**config.mk**
```make
export PLATFORM = sky130hd
export DESIGN_NAME = shifter_seq
export DESIGN_NICKNAME = d
export VERILOG_FILES = /design/src/rtl/shifter_seq.sv
export SDC_FILE = /design/constraint.sdc
export NUM_CORES = 1
export LEC_CHECK = 0
export ABC_AREA = 0
export BUFFER_PORTS_ARGS = -buffer_cell sky130_fd_sc_hd__buf_2
export CORE_ASPECT_RATIO = 0.6
export CORE_MARGIN = 10
export CORE_UTILIZATION = 40
export DETAILED_ROUTE_END_ITERATION = 8
export HOLD_SLACK_MARGIN = 0.05
export SETUP_SLACK_MARGIN = 0.3
export SYNTH_ARGS = -nofsm -noshare
export SYNTH_HDL_FRONTEND = slang
export SYNTH_SLANG_ARGS = --single-unit
export TNS_END_PERCENT = 50
```
**constraint.sdc**
```tcl
create_clock -name clk -period 1.7 [get_ports clk]
set_input_delay 0.17 -clock clk [delete_from_list [all_inputs] [get_ports clk]]
set_output_delay 0.17 -clock clk [all_outputs]
set_load 0.005 [all_outputs]
```
**src/rtl/shifter_seq.sv**
```systemverilog
// Sequential shifter: shift/rotate ops on the held data value, advancing up to
// STEP bit positions per clock, with busy during the shift and a one-cycle done.
module shifter_seq #(
    parameter int unsigned WIDTH = 8,
    parameter int unsigned STEP  = 1,
    localparam int unsigned SW   = $clog2(WIDTH)
) (
    input  logic             clk,
    input  logic             reset,
    input  logic             start,
    input  logic [2:0]       op,
    input  logic [SW-1:0]    shamt,
    input  logic [WIDTH-1:0] d_in,
    output logic [WIDTH-1:0] d_out,
    output logic             busy,
    output logic             done
);

    localparam logic [2:0] OP_NOP   = 3'd0;
    localparam logic [2:0] OP_LOAD  = 3'd1;
    localparam logic [2:0] OP_LSL   = 3'd2;
    localparam logic [2:0] OP_LSR   = 3'd3;
    localparam logic [2:0] OP_ASR   = 3'd4;
    localparam logic [2:0] OP_ROL   = 3'd5;
    localparam logic [2:0] OP_ROR   = 3'd6;
    localparam logic [2:0] OP_CLEAR = 3'd7;

    localparam logic [1:0] S_IDLE  = 2'd0;
    localparam logic [1:0] S_SHIFT = 2'd1;
    localparam logic [1:0] S_DONE  = 2'd2;

    localparam logic [SW-1:0] STEP_W = SW'(STEP);

    logic [1:0]       state_q, state_nxt;
    logic [SW-1:0]    rem_q, rem_nxt;
    logic [2:0]       op_q, op_nxt;
    logic [WIDTH-1:0] d_nxt;
    logic [SW-1:0]    step_n;

    // One shift/rotate of v by n positions; rotates use a doubled word to wrap.
    function automatic logic [WIDTH-1:0] shift_val(input logic [2:0] o,
                                                   input logic [WIDTH-1:0] v,
                                                   input logic [SW-1:0] n);
        logic [2*WIDTH-1:0] dbl;
        dbl = {v, v};
        case (o)
            OP_LSL:  shift_val = v << n;
            OP_LSR:  shift_val = v >> n;
            OP_ASR:  shift_val = WIDTH'($signed(v) >>> n);
            OP_ROL: begin
                dbl       = dbl << n;
                shift_val = dbl[2*WIDTH-1:WIDTH];
            end
            OP_ROR: begin
                dbl       = dbl >> n;
                shift_val = dbl[WIDTH-1:0];
            end
            default: shift_val = v;
        endcase
    endfunction

    // Next-state, next-data and remaining-count logic
    always_comb begin
        state_nxt = state_q;
        rem_nxt   = rem_q;
        op_nxt    = op_q;
        d_nxt     = d_out;
        step_n    = (rem_q < STEP_W) ? rem_q : STEP_W;
        case (state_q)
            S_SHIFT: begin
                d_nxt   = shift_val(op_q, d_out, step_n);
                rem_nxt = rem_q - step_n;
                if (rem_nxt == '0) begin
                    state_nxt = S_DONE;
                end
            end
            S_IDLE, S_DONE: begin
                state_nxt = S_IDLE;
                if (start) begin
                    if ((op >= OP_LSL) && (op <= OP_ROR) && (shamt != '0)) begin
                        rem_nxt   = shamt;
                        op_nxt    = op;
                        state_nxt = S_SHIFT;
                    end else begin
                        state_nxt = S_DONE;
                        case (op)
                            OP_LOAD:  d_nxt = d_in;
                            OP_CLEAR: d_nxt = '0;
                            default:  d_nxt = d_out;
                        endcase
                    end
                end
            end
            default: begin
                state_nxt = S_IDLE;
                rem_nxt   = '0;
            end
        endcase
    end

    // State, data and status registers; status flags follow the next state
    always_ff @(posedge clk) begin
        if (reset) begin
            state_q <= S_IDLE;
            rem_q   <= '0;
            op_q    <= OP_NOP;
            d_out   <= '0;
            busy    <= 1'b0;
            done    <= 1'b0;
        end else begin
            state_q <= state_nxt;
            rem_q   <= rem_nxt;
            op_q    <= op_nxt;
            d_out   <= d_nxt;
            busy    <= (state_nxt == S_SHIFT);
            done    <= (state_nxt == S_DONE);
        end
    end

endmodule

```
==> results.cfg <==
[run_status]
status = finished clean

[synth]
synth_xor_area_share_pct = 0.747
synth_top_family_by_area = compound AO/OA/AOI/OAI gates
synth_edf_count = 0
synth_top_cells_by_area = dfxtp_1, a211o_1, o311ai_0, a311oi_1, a31oi_1
synth_area_per_cell_um2 = 8.88
async_reset_ff_share_pct = 0
ys_seq_area_share_pct = 30.7
synth_fa_ha_area_share_pct = 2.13
muxShareOfSynthArea_pct = 3.42
synthesis.nets = 151
yosys_most_used_dff = dfxtp_1
yosys.area_share.simple_pct = 16.9
syn_inst = 132
synth.distinct_cells = 41
synth_compound_gate_area_share_pct = 40.0
synth_top_area_cell = dfxtp_1
synth-seq-cells = 18
syn-cell-area_um2 = 1170
yosysWarnings = 0
synth_top_cell_area_share_pct = 30.7

[cells_and_area]
drive_gt1_share_pct = 42.3
final_util_pct = 56.2
nNetsFinal = 188
n_antenna_cell = 0
areaGrowthSynthToFinish_pct = 35.8
mostFrequentLayoutCells = buf_2, buf_4, dfxtp_1, nand2_1, nor2_1
final_common_cell = buf_2

[cts]
cts_buffers = 3
cts_tree = built
clockBufferDepth = 2
ctsHoldBuffers = 0
h-tree-depth = 1
clk_pin_slew_worst_paths_ps = 70
root_buffer = clkbuf_8
clock-sinks = 18
clock_latency_ps = 260

[floorplan]
dieArea_um2 = 5570
start_util_pct = 41.4
fp.coreArea_um2 = 2830
die_y_um = 61.9
die_x_um = 89.9
ios = 27
rows = 15

[global_route]
grt_overflow = 0
grt_start_max_net_pins = 21
track_usage_pct = 12.9
first_global_vias = 1128
grt_pass1_wl_mm = 5.77
antenna_found_initial = 0

[setup_path]
worstPathRequired_ps = 1870
critPathMaxFanout = 6
slowest_stage = dfxtp_4
path_cells = and3_4 > o31ai_4 > buf_6 > a31oi_1 > a311oi_2
cpPeakStageDelay_ps = 360
cp.arrival_ps = 1630
critPathKind = reg2reg
worstSetupEndpointType = flip-flop
start_kind = flip-flop

[timing]
fin_crit_sh_pct = 85.9
final_hold_viol_count = 0
finalClockSkew_ps = 5.61
fin_tns_setup_ps = 0
max_slew_margin_pct = 61.1
worst_slew_pin_slew_ps = 576
setup_violations = 0
rsz0062_at_grt = true
fmax_ghz = 0.685
drv_slew = 0
period_needed_ps = 1460

[power]
worst_ir_drop_vdd_mv = 0.642
clock_power_share_pct = 27.6
p_sw_uw = 434
p_seq_share_pct = 39.5
comb_power_share_pct = 32.9
cell_internal_pwr_uw = 865
p_leak_nw = 0.637
powerDensity_nw_per_um2 = 816
swShare_pct = 33.4

[place]
io_buffers = 26
gp_congestion = 0.871
place_hpwl_mm = 2.47

[detailed_routing]
routed_via_density = 5.93
dr_total_vias = 1246
drtIter0Drc = 149
drtAntennaViolNets = 0
wl_mm = 3.58
route.detailed.drc = 0
post_drt_wl_per_cell_um = 17.0
drt_pass1_iterations = 4

[flow_run]
maxCapViolations = 0

[min_path]
worst_hold_path_type = in2reg
cell type report:
class	instances	area [um^2]
flip-flops and latches	18	373
inverters	5	18.8
well taps	42	52.6
multi-input cells	100	842
repair buffers	41	250
fillers	258	1240
clock buffers	4	55.1
synthesized netlist by cell type (all sizes together), types with 2 or more instances:
cell type,count
a21o,6
a221oi,2
clkbuf,4
nand2b,4
a211o,7
and3,2
nor2,10
a211oi,2
o31a,2
buf,5
mux2i,4
o21ai,2
a22oi,2
a311oi,7
inv,5
nor3,3
o311ai,7
dfxtp,18
nand2,11
a31oi,8
ha,2
a21oi,4
worst paths after layout:
check / startpoint / end / slack (ps) / cells after the start
min reg2reg: rem_q[0] / rem_q[0] / 560 / 2
max: op_q[2] / d_out[6] / 240 / 5
max reg2reg: op_q[2] / d_out[6] / 240 / 5
min: d_in[0] / d_out[0] / 180 / 3
flip-flops by register name, indices dropped and copies added (netlist names):
name,cells
d_out,8
op_q,3
rem_q,3
state_q,2
busy,1
done,1
per-stage QoR:
stage | worst slack (ps) | cells | power (mW) | area [um^2] | hold WS [ps]
6_report | 240 | 210 | 1.30 | 1590 | 180
5_1_grt | 98.6 | 210 | 1.37 | 1590 | 193
4_1_cts | 279 | 208 | 1.26 | 1530 | 179
3_5_place_dp | 91.0 | 199 | 0.857 | 1370 | 451
3_3_place_gp | 147 | 199 | 0.850 | 1370 | 446
2_1_floorplan | 302 | 132 | 0.746 | 1180 | 317
power by group through the flow:
stage	Clock (mW)	Combinational, mW	Sequential [mW]
floorplan	0	0.245	0.501
global placement	0	0.342	0.508
detailed placement	0	0.348	0.509
CTS	0.362	0.391	0.507
global route	0.381	0.470	0.518
finish	0.359	0.427	0.513
routing by layer:
| layer | vias to the layer above | wire, um | global-route usage (%) |
|---|---|---|---|
| li1 | 596 | - | - |
| met1 | 595 | 1690 | 17.2 |
| met2 | 51 | 1580 | 19.3 |
| met3 | 4 | 287 | 4.56 |
| met4 | 0 | 26 | 3.15 |
| met5 | - | 0 | 0 |
cell families after synthesis:
family | after synthesis
compound gates | 57
simple gates | 36
flops | 18
buf+inv | 14
mux | 4
fa+ha+maj | 2
xor+xnor | 1
worst max-delay path, delay by kind of cell, from the launching register on:
family,cells,cell delay (ps)
compound gates,3,630
flops,1,360
simple gates,1,190
buf+inv,1,180
repair_timing:
| action | 4_1_cts | 5_1_grt |
|---|---|---|
| buffers inserted | 5 | 2 |
| pin swaps | 9 | 8 |
| resized for setup | 25 | 10 |
| endpoints found under the setup margin | 14 | 14 |
Note: power is estimated with default switching activity, not from simulation.
